==> config.mk <==
export PLATFORM = sky130hd
export DESIGN_NAME = if_id_skid_reg_flat
export DESIGN_NICKNAME = d
export VERILOG_FILES = /design/src/rtl/if_id_skid_reg_if.sv /design/src/rtl/if_id_skid_reg.sv /design/src/flat_wrapper.sv
export SDC_FILE = /design/constraint.sdc
export NUM_CORES = 1
export LEC_CHECK = 0
export CORE_ASPECT_RATIO = 0.7
export CORE_MARGIN = 1.5
export CORE_UTILIZATION = 50
export DETAILED_ROUTE_END_ITERATION = 16
export PLACE_DENSITY = 0.81
export SYNTH_ARGS = -nofsm -noshare
export SYNTH_HDL_FRONTEND = slang
export SYNTH_SLANG_ARGS = --single-unit
==> constraint.sdc <==
create_clock -name clk -period 1.7 [get_ports clk]
set_input_delay 0.34 -clock clk [delete_from_list [all_inputs] [get_ports clk]]
set_output_delay 0.34 -clock clk [all_outputs]
set_load 0.02 [all_outputs]
==> src/rtl/if_id_skid_reg_if.sv <==
// IF->ID handshake bundle: upstream offer channel plus downstream presentation channel.
// The block under design takes the slave view; the fetch/decode side takes the master view.
interface if_id_skid_reg_if #(
  parameter int PC_W    = 32,
  parameter int INSTR_W = 32
);
  logic               in_valid;
  logic               in_ready;
  logic [PC_W-1:0]    in_pc;
  logic [INSTR_W-1:0] in_instr;
  logic               out_valid;
  logic               out_ready;
  logic [PC_W-1:0]    out_pc;
  logic [INSTR_W-1:0] out_instr;

  modport master (
    output in_valid, in_pc, in_instr, out_ready,
    input  in_ready, out_valid, out_pc, out_instr
  );

  modport slave (
    input  in_valid, in_pc, in_instr, out_ready,
    output in_ready, out_valid, out_pc, out_instr
  );
endinterface

==> src/rtl/if_id_skid_reg.sv <==
// Two-entry IF/ID pipeline register (main + skid) with freeze, flush and registered outputs.
// Optional stall statistics counter enabled by defining IF_ID_STALL_STATS_EN.
module if_id_skid_reg #(
  parameter int                  PC_W      = 32,
  parameter int                  INSTR_W   = 32,
  parameter logic [INSTR_W-1:0]  NOP_INSTR = '0,
  parameter int                  CNT_W     = 16
) (
  input  logic             clk,
  input  logic             rst_n,
  input  logic             freeze,
  input  logic             flush,
  if_id_skid_reg_if.slave  bus,
  output logic [CNT_W-1:0] stall_cnt
);

  typedef enum logic [1:0] {
    S_EMPTY = 2'd0,
    S_ONE   = 2'd1,
    S_TWO   = 2'd2
  } state_e;

  state_e             state_q;
  logic [PC_W-1:0]    main_pc_q;
  logic [INSTR_W-1:0] main_instr_q;
  logic [PC_W-1:0]    skid_pc_q;
  logic [INSTR_W-1:0] skid_instr_q;

  logic in_ready_w;
  logic out_valid_w;
  logic accept;
  logic consume;

  assign out_valid_w = (state_q != S_EMPTY);
  assign in_ready_w  = (state_q != S_TWO) && !freeze;
  assign accept      = bus.in_valid && in_ready_w;
  assign consume     = out_valid_w && bus.out_ready && !freeze;

  // Main entry is cleared to the bubble value whenever it empties, so the
  // outputs can be wired straight from the registers.
  always_ff @(posedge clk or negedge rst_n) begin
    if (!rst_n) begin
      state_q      <= S_EMPTY;
      main_pc_q    <= '0;
      main_instr_q <= NOP_INSTR;
      skid_pc_q    <= '0;
      skid_instr_q <= NOP_INSTR;
    end else if (flush) begin
      state_q      <= S_EMPTY;
      main_pc_q    <= '0;
      main_instr_q <= NOP_INSTR;
      skid_pc_q    <= '0;
      skid_instr_q <= NOP_INSTR;
    end else if (!freeze) begin
      case (state_q)
        S_EMPTY: begin
          if (accept) begin
            main_pc_q    <= bus.in_pc;
            main_instr_q <= bus.in_instr;
            state_q      <= S_ONE;
          end
        end
        S_ONE: begin
          if (accept && consume) begin
            main_pc_q    <= bus.in_pc;
            main_instr_q <= bus.in_instr;
          end else if (accept) begin
            skid_pc_q    <= bus.in_pc;
            skid_instr_q <= bus.in_instr;
            state_q      <= S_TWO;
          end else if (consume) begin
            main_pc_q    <= '0;
            main_instr_q <= NOP_INSTR;
            state_q      <= S_EMPTY;
          end
        end
        S_TWO: begin
          if (consume) begin
            main_pc_q    <= skid_pc_q;
            main_instr_q <= skid_instr_q;
            skid_pc_q    <= '0;
            skid_instr_q <= NOP_INSTR;
            state_q      <= S_ONE;
          end
        end
        default: begin
          state_q      <= S_EMPTY;
          main_pc_q    <= '0;
          main_instr_q <= NOP_INSTR;
        end
      endcase
    end
  end

  assign bus.in_ready  = in_ready_w;
  assign bus.out_valid = out_valid_w;
  assign bus.out_pc    = main_pc_q;
  assign bus.out_instr = main_instr_q;

`ifdef IF_ID_STALL_STATS_EN
  logic [CNT_W-1:0] stall_q;
  logic [CNT_W-1:0] stall_d;

  // A presented entry that is not taken (back-pressure or freeze) is a stall cycle.
  always_comb begin
    stall_d = stall_q;
    if (flush) begin
      stall_d = '0;
    end else if (out_valid_w && (!bus.out_ready || freeze) && (stall_q != '1)) begin
      stall_d = stall_q + 1'b1;
    end
  end

  always_ff @(posedge clk or negedge rst_n) begin
    if (!rst_n) begin
      stall_q <= '0;
    end else begin
      stall_q <= stall_d;
    end
  end

  assign stall_cnt = stall_q;
`else
  assign stall_cnt = '0;
`endif

endmodule

==> src/flat_wrapper.sv <==
// flat-port wrapper written by rule: the top's interface ports become plain ports
module if_id_skid_reg_flat 
#(
  parameter int                  PC_W      = 32,
  parameter int                  INSTR_W   = 32,
  parameter logic [INSTR_W-1:0]  NOP_INSTR = '0,
  parameter int                  CNT_W     = 16
)
  (clk, rst_n, freeze, flush, stall_cnt, bus_in_valid, bus_in_pc, bus_in_instr, bus_out_ready, bus_in_ready, bus_out_valid, bus_out_pc, bus_out_instr);
  if_id_skid_reg_if #(.PC_W(PC_W), .INSTR_W(INSTR_W)) bus_i ();
  input  logic clk;
  input  logic rst_n;
  input  logic freeze;
  input  logic flush;
  output logic [CNT_W-1:0] stall_cnt;
  input wire logic [$bits(bus_i.in_valid)-1:0] bus_in_valid;
  input wire logic [$bits(bus_i.in_pc)-1:0] bus_in_pc;
  input wire logic [$bits(bus_i.in_instr)-1:0] bus_in_instr;
  input wire logic [$bits(bus_i.out_ready)-1:0] bus_out_ready;
  output wire logic [$bits(bus_i.in_ready)-1:0] bus_in_ready;
  output wire logic [$bits(bus_i.out_valid)-1:0] bus_out_valid;
  output wire logic [$bits(bus_i.out_pc)-1:0] bus_out_pc;
  output wire logic [$bits(bus_i.out_instr)-1:0] bus_out_instr;
  assign bus_i.in_valid = bus_in_valid;
  assign bus_i.in_pc = bus_in_pc;
  assign bus_i.in_instr = bus_in_instr;
  assign bus_i.out_ready = bus_out_ready;
  assign bus_in_ready = bus_i.in_ready;
  assign bus_out_valid = bus_i.out_valid;
  assign bus_out_pc = bus_i.out_pc;
  assign bus_out_instr = bus_i.out_instr;
  if_id_skid_reg #(.PC_W(PC_W), .INSTR_W(INSTR_W), .NOP_INSTR(NOP_INSTR), .CNT_W(CNT_W)) u_core (.clk(clk), .rst_n(rst_n), .freeze(freeze), .flush(flush), .bus(bus_i), .stall_cnt(stall_cnt));
endmodule
* Word level (Yosys, flattened, before mapping)
Cells that the tools add are included.
Cells by class: eq/ne operators 11, muxes and demuxes 30, reductions and logical operators 12
Operators with widths (number):
- $mux W32 | 18
- $pmux W32 S3 | 2
- $pmux W32 S2 | 2
- $reduce_and A5 Y1 | 3
- $mux W2 | 7
- $ne A3 B2 Y1 const B | 3
- $ne A4 B2 Y1 const B | 2
- $pmux W2 S3 | 1
- $logic_and A1 B1 Y1 | 5
- $ne A4 B4 Y1 const B | 1
- $ne A3 B3 Y1 const B | 1
- $reduce_bool A3 Y1 | 1
- $eq A2 B1 Y1 const B | 1
- $eq A2 B2 Y1 const B | 1
- $logic_not A2 Y1 | 1
- $ne A2 B1 Y1 const B | 1
- $ne A2 B2 Y1 const B | 1
- $reduce_bool A2 Y1 | 1
- $logic_not A1 Y1 | 1
Word-level totals: register bits 130, input port bits 70, output and inout port bits 82, logic and storage cells 58

* Logic depth before layout (Yosys ltp)
depth after elaboration 9, mapped depth 7, mapped depth without buffers 4

* Worst setup path after synthesis
No wires, ideal clock.
path type input port to flip-flop, from in flush, to reg u_core.skid_instr_q[10], setup time 0.121 ns, data arrival time 1.445 ns, required time 1.579 ns, setup slack 0.134 ns, stages 5, buffers on the path 3, cell sequence clkbuf_1 and4b_1 buf_2 clkbuf_1 a22o_1
Between the ends: word-level cells in the longest chain between the ends 2, elaborated cells between the ends (all ways) 7, classes of those cells eq/ne: 4; mux: 1; reduce/logical: 2
Ends and longest elaborated chain:
- from (decl) | line flat_wrapper.sv:14 | input logic flush;
- $ne A3 B2 Y1 (no line) (tied with other cells)
- $reduce_and A5 Y1 (no line)
- to (signal assigned) | line if_id_skid_reg.sv:69 | skid_instr_q <= bus.in_instr;
- to (decl) | line if_id_skid_reg.sv:27 | logic [INSTR_W-1:0] skid_instr_q;
Parallel ways exist; a longest one is shown, timed or not. A chain may end at the register's enable or synchronous reset.

* Final worst setup path
from reg u_core.state_q[1], to reg u_core.main_pc_q[6] (netlist: u_core.bus.out_pc[6])
Between the ends: word-level cells in the longest chain between the ends 8, elaborated cells between the ends (all ways) 19, classes of those cells eq/ne: 7; mux: 4; reduce/logical: 8
Ends and longest elaborated chain:
- from (decl) | line if_id_skid_reg.sv:23 | state_e state_q;
- from (signal assigned) | line if_id_skid_reg.sv:43 | state_q <= S_EMPTY;
- from (signal assigned) | line if_id_skid_reg.sv:49 | state_q <= S_EMPTY;
- from (signal assigned) | line if_id_skid_reg.sv:60 | state_q <= S_ONE;
- $ne A2 B2 Y1 or $reduce_bool A2 Y1 (tied branches) | line if_id_skid_reg.sv:35, if_id_skid_reg.sv:34
- $logic_and A1 B1 Y1 (on tied branches) | line if_id_skid_reg.sv:35, if_id_skid_reg.sv:37
- $logic_and A1 B1 Y1 (on tied branches) | line if_id_skid_reg.sv:36, if_id_skid_reg.sv:37
- $logic_and A1 B1 Y1 | line if_id_skid_reg.sv:64 | if (accept && consume) begin
- $mux W32 | line if_id_skid_reg.sv:64
- $pmux W32 S3 | line if_id_skid_reg.sv:55 | case (state_q)
- $mux W32 | line if_id_skid_reg.sv:54 | end else if (!freeze) begin
- $mux W32 | line if_id_skid_reg.sv:48 | end else if (flush) begin
- to (signal assigned) | line if_id_skid_reg.sv:58 | main_pc_q <= bus.in_pc;
- to (signal assigned) | line if_id_skid_reg.sv:65 | main_pc_q <= bus.in_pc;
- to (signal assigned) | line if_id_skid_reg.sv:79 | main_pc_q <= skid_pc_q;
- to (decl) | line if_id_skid_reg.sv:24 | logic [PC_W-1:0] main_pc_q;
Parallel ways exist; a longest one is shown, timed or not. The select of a mux whose other input is x is not followed.

==> impl_results.md <==
* Final ANT Viol Nets at 0
* I/O pin count at 152
* Final nets at 769
* Sw Share at 25.9%
* Syn Area/Cell at 11.4 sq um
* Die H at 96.3 um
* Die ar. at 0.0131 sq mm
* First-pass GRT wire length at 26800 um
* Int Pwr at 5.95 mW
* Pins Over Slew Limit at 0
* Skew final at 9.61 ps
* Synth Warn # at 0
* Max Root-Sink Buffers at 2
* Layout cells sized above 1 at 16.1%
* Compound-gate portion of the synthesized area at 24.4%
* Cell taking the most area after synthesis: dfrtp_1
* Initial antenna violation count at 0
* Worst Path Arrival at 2050 ps
* Vias/cell at 6.11
* Simple-gate share of the synthesized area at 5.44%
* Vias at 5295
* Top delay family on crit path: flip-flops
* Starting Density at 52.3%
* Gate count of the mapped netlist at 546
* Router iterations before antenna repair at 5
* Reg2reg setup slack at -60 ps
* CP startpoint kind: flop
* Max_cap viols at 0
* Sink Count at 130
* PwrDens at 924 mW/mm^2
* Power share of the combinational group at 15.3%
* RSZ-0062 raised after global routing: true
* Slowest cell on crit path: dfrtp_4
* Reg clk slew, reported paths at 60 ps
* Yosys top cell area share at 52.3%
* Final setup fails at 84
* Sequential Power Share at 40.7%
* GRT Util Overall at 26.9%
* Clk pwr share at 44.1%
* Worst Path Required at 1990 ps
* Net Sw Power at 2.09 mW
* CTS tree: done
* Outcome: finished with violations
* Row count at 33
* Initial DRC count at 382
* Clock latency at the later pin of the worst-skew pair at 410 ps
* Failing checks: setup timing
* Area delta synth->final at 40.0%
* GRT overflow at 0
* Final setup margin at -56.3 ps
* Post-DP HPWL at 10300 um
* Worst-path maximum fanout at 6
* Synth Area in XOR/XNOR at 0.141%
* Max H-tree Level at 4
* HP Class: input port to asynchronous set/reset pin
* Largest family of logic cells by synthesized area: compound AO/OA/AOI/OAI gates
* Adder-cell share of the synthesized area at 0%
* Worst-path cell chain: buf_6 -> xor2_2 -> a22oi_2 -> nor3_4 -> buf_6 -> clkbuf_16 -> a22o_1
* P_leak at 4.07 nW
* Synth Register Bits at 130
* Synth Cell Area at 0.00621 sq mm
* Root Driver: clkbuf_16
* Core ar. at 0.0119 sq mm
* Vias in the first global route at 5042
* Register area share after synthesis at 52.3%
* CTS buffer count at 17
* Post-layout minimum cycle time at 1760 ps
* I/O Buffers at 135
* CP Class: flop to flop
* Top cells by area, synth: dfrtp_1 (52%), a22o_1 (18%), mux2i_1 (10%)
* Netlist cell types at 27
* WL final at 18800 um
* Place WS at -440 ps
* Power, Total at 8.04 mW
* Largest net degree at the start of global routing at 62
* F_max at 0.569 GHz
* Crit-path most repeated cell: buf_6
* Hold Slack at 353 ps
* Hold Violations, Final at 0
* Diode count at 0
* Multiplexer share of the synthesized area at 10.3%
* Peak supply drop at 0.000721 V
* WP buf/inv at 3
* DRC errors left at 0
* Placer Congestion at 0.933
* CP peak stage delay at 500 ps
* Die W at 136 um
* Worst setup EP type: flop
* Tcrit/Tclk final at 103%
* WL per Instance at 21.6 um
==> metal layers <==
metal	GRT usage (%)	vias to the layer above	wire, um
li1	-	2300	-
met3	5.42	29	1560
met4	10.6	0	359
met1	37.0	2676	8130
met2	42.1	290	8710
met5	0	-	0
==> logic make-up (layout without fill, tap and decap cells) <==
group           Yosys count  after routing
compound gates          202            202
flops                   130            130
simple gates             78             78
buf+inv                  70            219
mux                      64             64
other cells               1             16
xor+xnor                  1              1
==> power by group through the flow <==
stage / logic, mW / clock network, mW / registers [mW]
global placement: 1.11 / 0 / 3.32
detailed placement: 1.13 / 0 / 3.32
floorplan: 0.469 / 0 / 3.41
CTS: 1.10 / 3.58 / 3.27
global route: 1.31 / 3.71 / 3.28
finish: 1.23 / 3.54 / 3.27
==> cell usage in the layout, fill, tap and decap left out, types with 7 or more instances in the layout <==
cell and n:
a22o_1 128, buf_12 13, buf_4 21, buf_6 9, clkbuf_16 22, clkdlybuf4s50_1 68, conb_1 16, dfrtp_1 128
dlygate4sd2_1 64, mux2i_1 64, nand2_1 55, nand2_2 7, o21ai_0 19, o21ai_1 38, o21ai_2 10
==> flip-flops by register name, indices dropped and copies added, names as in the netlist <==
register              count
u_core.skid_pc_q         32
u_core.bus.out_pc        32
u_core.bus.out_instr     32
u_core.state_q            2
u_core.skid_instr_q      32
==> worst paths after layout <==
path,start,to,cells after the start
setup reg to reg,u_core.state_q[1]$_DFFE_PN0P_,u_core.bus.out_pc[6]$_DFFE_PN0P_,7
max in group asynchronous,rst_n,u_core.state_q[1]$_DFFE_PN0P_,3
setup / recovery,u_core.state_q[1]$_DFFE_PN0P_,u_core.bus.out_pc[6]$_DFFE_PN0P_,7
min in group clk,u_core.bus.out_instr[24]$_DFFE_PN0P_,u_core.bus.out_instr[24]$_DFFE_PN0P_,1
hold / removal,rst_n,u_core.bus.out_instr[5]$_DFFE_PN0P_,2
hold reg to reg,u_core.bus.out_instr[24]$_DFFE_PN0P_,u_core.bus.out_instr[24]$_DFFE_PN0P_,1
==> layout make-up <==
cell class	count	area, sq um
Sequential cell	130	3260
Fill cell	781	3190
Multi-Input combinational cell	361	2690
Timing Repair Buffer	185	1970
Clock buffer	20	457
Tap cell	157	196
Clock inverter	10	111
Inverter	4	15.0
==> worst reg2reg max path, stage by stage, from the launching register on <==
cell	delay [ps]
dfrtp_4	500
buf_6	130
xor2_2	160
a22oi_2	230
nor3_4	80
buf_6	150
clkbuf_16	170
a22o_1	210
==> metrics by stage <==
step / setup TNS [ps] / util (%) / std cells / cell area, sq um
floorplan: 0 / - / 561 / 6270
CTS: -2120 / 70.2 / 853 / 8340
finish: -1740 / 73.2 / 867 / 8700
global placement: -33520 / 65.2 / 815 / 7760
detailed placement: -42100 / 65.2 / 815 / 7760
global route: -7550 / 73.2 / 867 / 8700
==> Yosys cell counts <==
cell and number:
nand2_1 64, and2_4 1, and3_4 1, o21ai_0 67, nor4bb_1 1, a21oi_2 1, buf_6 12, nand3_1 1
a21oi_1 2, xor2_1 1, nor3_4 1, a22oi_1 2, and4b_1 1, clkbuf_1 13, a211oi_1 1, buf_2 22
buf_4 19, conb_1 1, nand2b_1 1, nor2b_1 1, a22o_1 128, nor2_1 5, o31ai_4 1, mux2i_1 64
inv_1 4, nor3_1 1, dfrtp_1 130
==> timing repair <==
action                     CTS  global route
gates resized for setup     76            91
pin swaps                    3            22
setup endpoints to repair  137           130
setup buffers                5             6
hold buffers                 1             0
cloned                       2             9
hold endpoints to repair    17             0
Power figures use the tool's default switching activity.
